<file path="src/rtl/palette_fade_lut.sv">
// palette_fade_lut: writable colour palette with a screen fade sequencer.
// Index -> {r,g,b} lookup (stage 1), then brightness scaling (stage 2).
// Optional feature macro: PAL_TRANSPARENT_EN adds a 'transparent' output
// flagging lookups of index 0.
module palette_fade_lut #(
    parameter int IDX_W    = 4,
    parameter int COLOR_W  = 4,
    parameter int FADE_DIV = 2
) (
    input  logic                   Clk,
    input  logic                   Reset_n,
    input  logic                   frame_tick,
    input  logic                   idx_valid,
    input  logic [IDX_W-1:0]       index,
    input  logic                   pal_we,
    input  logic [IDX_W-1:0]       pal_waddr,
    input  logic [3*COLOR_W-1:0]   pal_wdata,
    input  logic                   fade_in_req,
    input  logic                   fade_out_req,
    output logic [COLOR_W-1:0]     red,
    output logic [COLOR_W-1:0]     green,
    output logic [COLOR_W-1:0]     blue,
    output logic                   rgb_valid,
    output logic [COLOR_W:0]       fade_level,
`ifdef PAL_TRANSPARENT_EN
    output logic                   transparent,
`endif
    output logic                   fade_busy,
    output logic                   fade_done
);

    localparam int NENT  = 1 << IDX_W;
    localparam int CNT_W = (FADE_DIV > 1) ? $clog2(FADE_DIV) : 1;
    localparam logic [COLOR_W:0]   LMAX     = (COLOR_W+1)'(1 << COLOR_W);
    localparam logic [CNT_W-1:0]   CNT_LAST = CNT_W'(FADE_DIV - 1);

    typedef enum logic [1:0] {SHOWN, FADE_OUT, DARK, FADE_IN} fade_state_t;

    fade_state_t            state;
    logic [CNT_W-1:0]       step_cnt;
    logic [3*COLOR_W-1:0]   pal [NENT];
    logic [3*COLOR_W-1:0]   s1_rgb;
    logic [1:0]             vld_pipe;   // [0]=stage 1, [1]=stage 2 (rgb_valid)
`ifdef PAL_TRANSPARENT_EN
    logic                   s1_trans;
`endif

    // (c * level) >> COLOR_W; level==LMAX gives c back exactly
    function automatic logic [COLOR_W-1:0] scale(input logic [COLOR_W-1:0] c,
                                                 input logic [COLOR_W:0]   l);
        return COLOR_W'(({{COLOR_W{1'b0}}, c} * {{(COLOR_W-1){1'b0}}, l}) >> COLOR_W);
    endfunction

    // Palette storage, cleared on reset
    always_ff @(posedge Clk or negedge Reset_n) begin
        if (!Reset_n) begin
            for (int i = 0; i < NENT; i++) pal[i] <= '0;
        end else if (pal_we) begin
            pal[pal_waddr] <= pal_wdata;
        end
    end

    // Stage 1: lookup, with same-cycle write bypass so a write is visible at once
    always_ff @(posedge Clk or negedge Reset_n) begin
        if (!Reset_n) begin
            s1_rgb      <= '0;
            vld_pipe[0] <= 1'b0;
`ifdef PAL_TRANSPARENT_EN
            s1_trans    <= 1'b0;
`endif
        end else begin
            vld_pipe[0] <= idx_valid;
            if (idx_valid) begin
                s1_rgb <= (pal_we && pal_waddr == index) ? pal_wdata : pal[index];
`ifdef PAL_TRANSPARENT_EN
                s1_trans <= (index == '0);
`endif
            end
        end
    end

    // Stage 2: scale by the current fade level; outputs hold while not valid
    always_ff @(posedge Clk or negedge Reset_n) begin
        if (!Reset_n) begin
            red         <= '0;
            green       <= '0;
            blue        <= '0;
            vld_pipe[1] <= 1'b0;
`ifdef PAL_TRANSPARENT_EN
            transparent <= 1'b0;
`endif
        end else begin
            vld_pipe[1] <= vld_pipe[0];
            if (vld_pipe[0]) begin
                red   <= scale(s1_rgb[3*COLOR_W-1:2*COLOR_W], fade_level);
                green <= scale(s1_rgb[2*COLOR_W-1:COLOR_W],   fade_level);
                blue  <= scale(s1_rgb[COLOR_W-1:0],           fade_level);
`ifdef PAL_TRANSPARENT_EN
                transparent <= s1_trans;
`endif
            end
        end
    end

    assign rgb_valid = vld_pipe[1];

    // Fade sequencer: requests take priority over a frame tick in the same cycle,
    // and fade_out_req wins over fade_in_req.
    always_ff @(posedge Clk or negedge Reset_n) begin
        if (!Reset_n) begin
            state      <= SHOWN;
            fade_level <= LMAX;
            step_cnt   <= '0;
            fade_done  <= 1'b0;
        end else begin
            fade_done <= 1'b0;
            if (fade_out_req) begin
                if (state == SHOWN || state == FADE_IN) begin
                    state    <= FADE_OUT;
                    step_cnt <= '0;
                end
            end else if (fade_in_req) begin
                if (state == DARK || state == FADE_OUT) begin
                    state    <= FADE_IN;
                    step_cnt <= '0;
                end
            end else if (frame_tick && (state == FADE_OUT || state == FADE_IN)) begin
                if (step_cnt == CNT_LAST) begin
                    step_cnt <= '0;
                    if (state == FADE_OUT) begin
                        fade_level <= fade_level - 1'b1;
                        if (fade_level == (COLOR_W+1)'(1)) begin
                            state     <= DARK;
                            fade_done <= 1'b1;
                        end
                    end else begin
                        fade_level <= fade_level + 1'b1;
                        if (fade_level == LMAX - 1'b1) begin
                            state     <= SHOWN;
                            fade_done <= 1'b1;
                        end
                    end
                end else begin
                    step_cnt <= step_cnt + 1'b1;
                end
            end
        end
    end

    assign fade_busy = (state == FADE_OUT) || (state == FADE_IN);

endmodule

</file>
<file path="config.mk">
export PLATFORM = sky130hd
export DESIGN_NAME = palette_fade_lut
export DESIGN_NICKNAME = d
export VERILOG_FILES = /design/src/rtl/palette_fade_lut.sv
export SDC_FILE = /design/constraint.sdc
export NUM_CORES = 1
export LEC_CHECK = 0
export BUFFER_PORTS_ARGS = -buffer_cell sky130_fd_sc_hd__buf_2
export CAP_MARGIN = 20
export CORE_MARGIN = 4
export CORE_UTILIZATION = 57
export DETAILED_ROUTE_END_ITERATION = 10
export GPL_ROUTABILITY_DRIVEN = 0
export GPL_TIMING_DRIVEN = 0
export PLACE_DENSITY_LB_ADDON = 0.3
export SLEW_MARGIN = 10
export SYNTH_ARGS = -nofsm -noshare
export SYNTH_HDL_FRONTEND = slang
export SYNTH_SLANG_ARGS = --single-unit
</file>
<file path="constraint.sdc">
create_clock -name Clk -period 4.53 [get_ports Clk]
set_input_delay 0.453 -clock Clk [delete_from_list [all_inputs] [get_ports Clk]]
set_output_delay 0.453 -clock Clk [all_outputs]
set_load 0.02 [all_outputs]
</file>
==> summary.log <==
qor: timing.tightest_slew 0.869 ns
qor: min_path.min-delay-path-class primary input to register
qor: yosys.biggest_area_consumer_among_synthesized_cells sky130_fd_sc_hd__dfrtp_1
qor: global_routing.grt.total_usage 0.234
qor: worst_setup_path.reg2regPathDepth 11
qor: yosys.yosys_register_bits 227
qor: worst_setup_path.end_kind register
qor: route.viasPerCell 5.93
qor: placement.dpl.hpwl 18100 µm
qor: clock_network.ctsHtreeMaxLevel 1
qor: clock_network.insertion_delay 0.51 ns
qor: pwr.cellPowerDensity 488 nW/µm²
qor: yosys.yosysSeqAreaShare 0.486
qor: timing.clock-skew-final 0.00744 ns
qor: placement.placed_cells 1167
qor: clock_network.clk_pin_slew 0.06 ns
qor: timing.setup_viol_count_final 0
qor: worst_setup_path.endpoint blue[2]$_DFFE_PN0P_
qor: timing.period_minus_slack 3.61 ns
qor: timing.finalMaxSlewViolations 0
qor: timing.setup_repair_after_global_routing_missed_its_margin false
qor: clock_network.cell_at_the_root_of_the_clock_tree sky130_fd_sc_hd__clkbuf_16
qor: yosys.synth_edf_count 0
qor: layout.n_fill_cell 1510
qor: worst_setup_path.arrival 4.01 ns
qor: worst_setup_path.cp_data_required_time 4.93 ns
qor: clock_network.cts_tree done
qor: die.core_area 20200 µm²
qor: timing.peak_freq 277 MHz
qor: route.routed_wl 25400 µm
qor: min_path.worstHoldPathCells 1
qor: clock_network.clock_sink_count 227
qor: yosys.synthDistinctLibCells 51
qor: route.total_vias_in_the_final_route 7188
qor: worst_setup_path.r2r-start fade_level[2]$_DFFE_PN0P_
qor: route.ant_nets 0
qor: worst_setup_path.crit_path_max_fanout 10
qor: timing.fin_crit_sh 0.796
qor: yosys.netlist_area 11700 µm²
qor: yosys.synth-async-reset-ratio 1.00
qor: global_routing.largest_net_degree_at_the_start_of_global_routing 105
qor: clock_network.cts-root-to-sink-buffers 3
qor: yosys.synth_commonest_cells sky130_fd_sc_hd__dfrtp_1 (226), sky130_fd_sc_hd__mux2_2 (195), sky130_fd_sc_hd__nand2_1 (50)
qor: yosys.synth_largest_type_area_fraction 0.484
qor: clock_network.tritoncts.num_buffers 24
qor: clock_network.cts.repair_timing.setup_buffer_count 0
qor: route.post_dr_wirelength_cell 20.9 µm
qor: placement.portBuffers 45
qor: global_routing.grt_pass1_wl 41700 µm
qor: layout.areaGrowthSynthToFinish 12.4%
qor: route.route.detailed.drc 0
qor: layout.finalNonFillerCells 1212
qor: global_routing.gr-total-overflow 0
qor: worst_setup_path.path_class register to register
qor: timing.total_negative_slack 0 ns
qor: die.die-height 151 µm
qor: route.drtPass1Iterations 5
qor: pwr.power.ir.vdd_worst 310 µV
qor: layout.finalNetCount 999
qor: worst_setup_path.r2r_end blue[2]$_DFFE_PN0P_
qor: yosys.yosys_warnings 0
qor: layout.utilization 0.651
qor: worst_setup_path.cp-startpoint fade_level[2]$_DFFE_PN0P_
qor: pwr.power.total 6420 µW
qor: yosys.post_synth.cell_area_avg 13.7 µm²
qor: route.drt_iter0_markers 405
qor: layout.drive_gt1_frac 0.394
qor: yosys.synthMostInstantiatedCell sky130_fd_sc_hd__dfrtp_1
qor: worst_setup_path.reg2reg_slack 0.92 ns
qor: die.row_count 52
qor: run_status.outcome finished clean
qor: die.die_w 151 µm
qor: run.cap_violations 0
qor: yosys.synth.top_cells.by_area sky130_fd_sc_hd__dfrtp_1 (48%), sky130_fd_sc_hd__mux2_2 (19%), sky130_fd_sc_hd__mux4_2 (7.9%), sky130_fd_sc_hd__ha_1 (3.5%), sky130_fd_sc_hd__fa_1 (2.6%)
qor: die.top_level_ports 47
qor: die.die-area 22900 µm²
qor: yosys.postSynthCellCount 850
qor: layout.n_antenna_cell 0
qor: timing.final_hold_viol_count 0
qor: yosys.yosys_most_used_dff sky130_fd_sc_hd__dfrtp_1
qor: die.initial_util 0.579
qor: timing.relSlewSlack 0.421
qor: global_routing.number_of_antenna_violations_at_the_first_check_in_global_routing 0
qor: yosys.mappedNetlistNets 925
qor: global_routing.vias_in_the_first_global_route 7608
qor: pwr.static_leakage 0.00589 µW
qor: worst_setup_path.setup.worst_path.start_class register
## placed cells by master (no fill, tap or decap), types with 9 or more instances in the layout
cell                          n
sky130_fd_sc_hd__xor2_1      10
sky130_fd_sc_hd__nand4_1     11
sky130_fd_sc_hd__nor2b_1      9
sky130_fd_sc_hd__o221a_1     10
sky130_fd_sc_hd__nand2_1     50
sky130_fd_sc_hd__a22oi_1     24
sky130_fd_sc_hd__inv_1       30
sky130_fd_sc_hd__nor2_1      16
sky130_fd_sc_hd__or2_2       16
sky130_fd_sc_hd__ha_1        33
sky130_fd_sc_hd__clkbuf_1    33
sky130_fd_sc_hd__buf_2       63
sky130_fd_sc_hd__mux2_2     195
sky130_fd_sc_hd__dfrtp_1    226
sky130_fd_sc_hd__fa_1        15
sky130_fd_sc_hd__mux4_2      41
sky130_fd_sc_hd__and2_1      26
sky130_fd_sc_hd__clkbuf_16   25
## final cells by class
cell class	instances	area, µm²	share of cell area
Clock inverter	4	45.0	0.00343
Clock buffer	40	762	0.0580
Sequential cell	227	5680	0.433
Timing Repair Buffer	48	300	0.0229
Inverter	30	113	0.00857
Buffer	56	300	0.0229
Multi-Input combinational cell	537	5590	0.426
Tap cell	270	338	0.0257
## cells by family after synthesis
group                      share of synthesized area
DFF                                            0.486
adders and majority gates                     0.0610
muxes                                          0.283
AOI/OAI and AO/OA                             0.0527
xor gates and xnor gates                      0.0135
buffers and inverters                         0.0353
and+or+nand+nor                               0.0679
## layer usage
| layer | vias to the layer above | track usage | routed length, µm |
|---|---|---|---|
| met1 | 3760 | 0.326 | 11300 |
| met3 | 34 | 0.0263 | 926 |
| met4 | 0 | 0.0567 | 418 |
| met5 | - | 0 | 0 |
| li1 | 3253 | - | - |
| met2 | 141 | 0.397 | 12800 |
## worst max-delay path, cell delays in order, from the launching register on
cell and delay, ns:
sky130_fd_sc_hd__dfrtp_1 0.34, sky130_fd_sc_hd__clkbuf_1 0.37, sky130_fd_sc_hd__clkbuf_1 0.37, sky130_fd_sc_hd__nand2_1 0.13
sky130_fd_sc_hd__fa_1 0.51, sky130_fd_sc_hd__fa_1 0.56, sky130_fd_sc_hd__inv_1 0.05, sky130_fd_sc_hd__ha_1 0.33
sky130_fd_sc_hd__nand4_1 0.13, sky130_fd_sc_hd__o2111ai_1 0.32, sky130_fd_sc_hd__xor2_1 0.11, sky130_fd_sc_hd__mux2_2 0.27
## registers in the layout (all words and copies together), names as in the netlist
| signal | count |
|---|---|
| step_cnt | 1 |
| state | 2 |
| fade_done | 1 |
| green | 4 |
| blue | 4 |
| s1_rgb | 12 |
| fade_level | 5 |
| pal | 192 |
| vld_pipe | 1 |
| rgb_valid | 1 |
| red | 4 |
## where the power goes
group | switching, µW | leakage, µW | internal (µW)
sequential | 282 | 0.00279 | 2500
clock | 781 | 0.000400 | 1200
combinational | 775 | 0.00270 | 877
total | 1840 | 0.00589 | 4580
## per-stage QoR
step	setup WS, ns	hold WS, ns	instance area, µm²
2_1_floorplan	1.21	0.157	11700
3_3_place_gp	-0.936	0.473	12300
3_5_place_dp	0.887	0.292	12300
4_1_cts	0.887	0.116	13100
5_1_grt	0.608	0.117	13100
6_report	0.923	0.129	13100
## worst min-delay path by stage
stage	to	start
6_report	vld_pipe[0]$_DFF_PN0_	idx_valid
5_1_grt	vld_pipe[0]$_DFF_PN0_	idx_valid
4_1_cts	vld_pipe[0]$_DFF_PN0_	idx_valid
3_5_place_dp	state[0]$_DFFE_PN0P_	Reset_n
3_3_place_gp	blue[1]$_DFFE_PN0P_	blue[1]$_DFFE_PN0P_
2_1_floorplan	blue[0]$_DFFE_PN0P_	Reset_n
## timing repair
action                    CTS  global route
gates resized for setup     0             0
hold buffers                1             0
hold endpoints to repair   20             0
(Power assumes the default switching activity.)
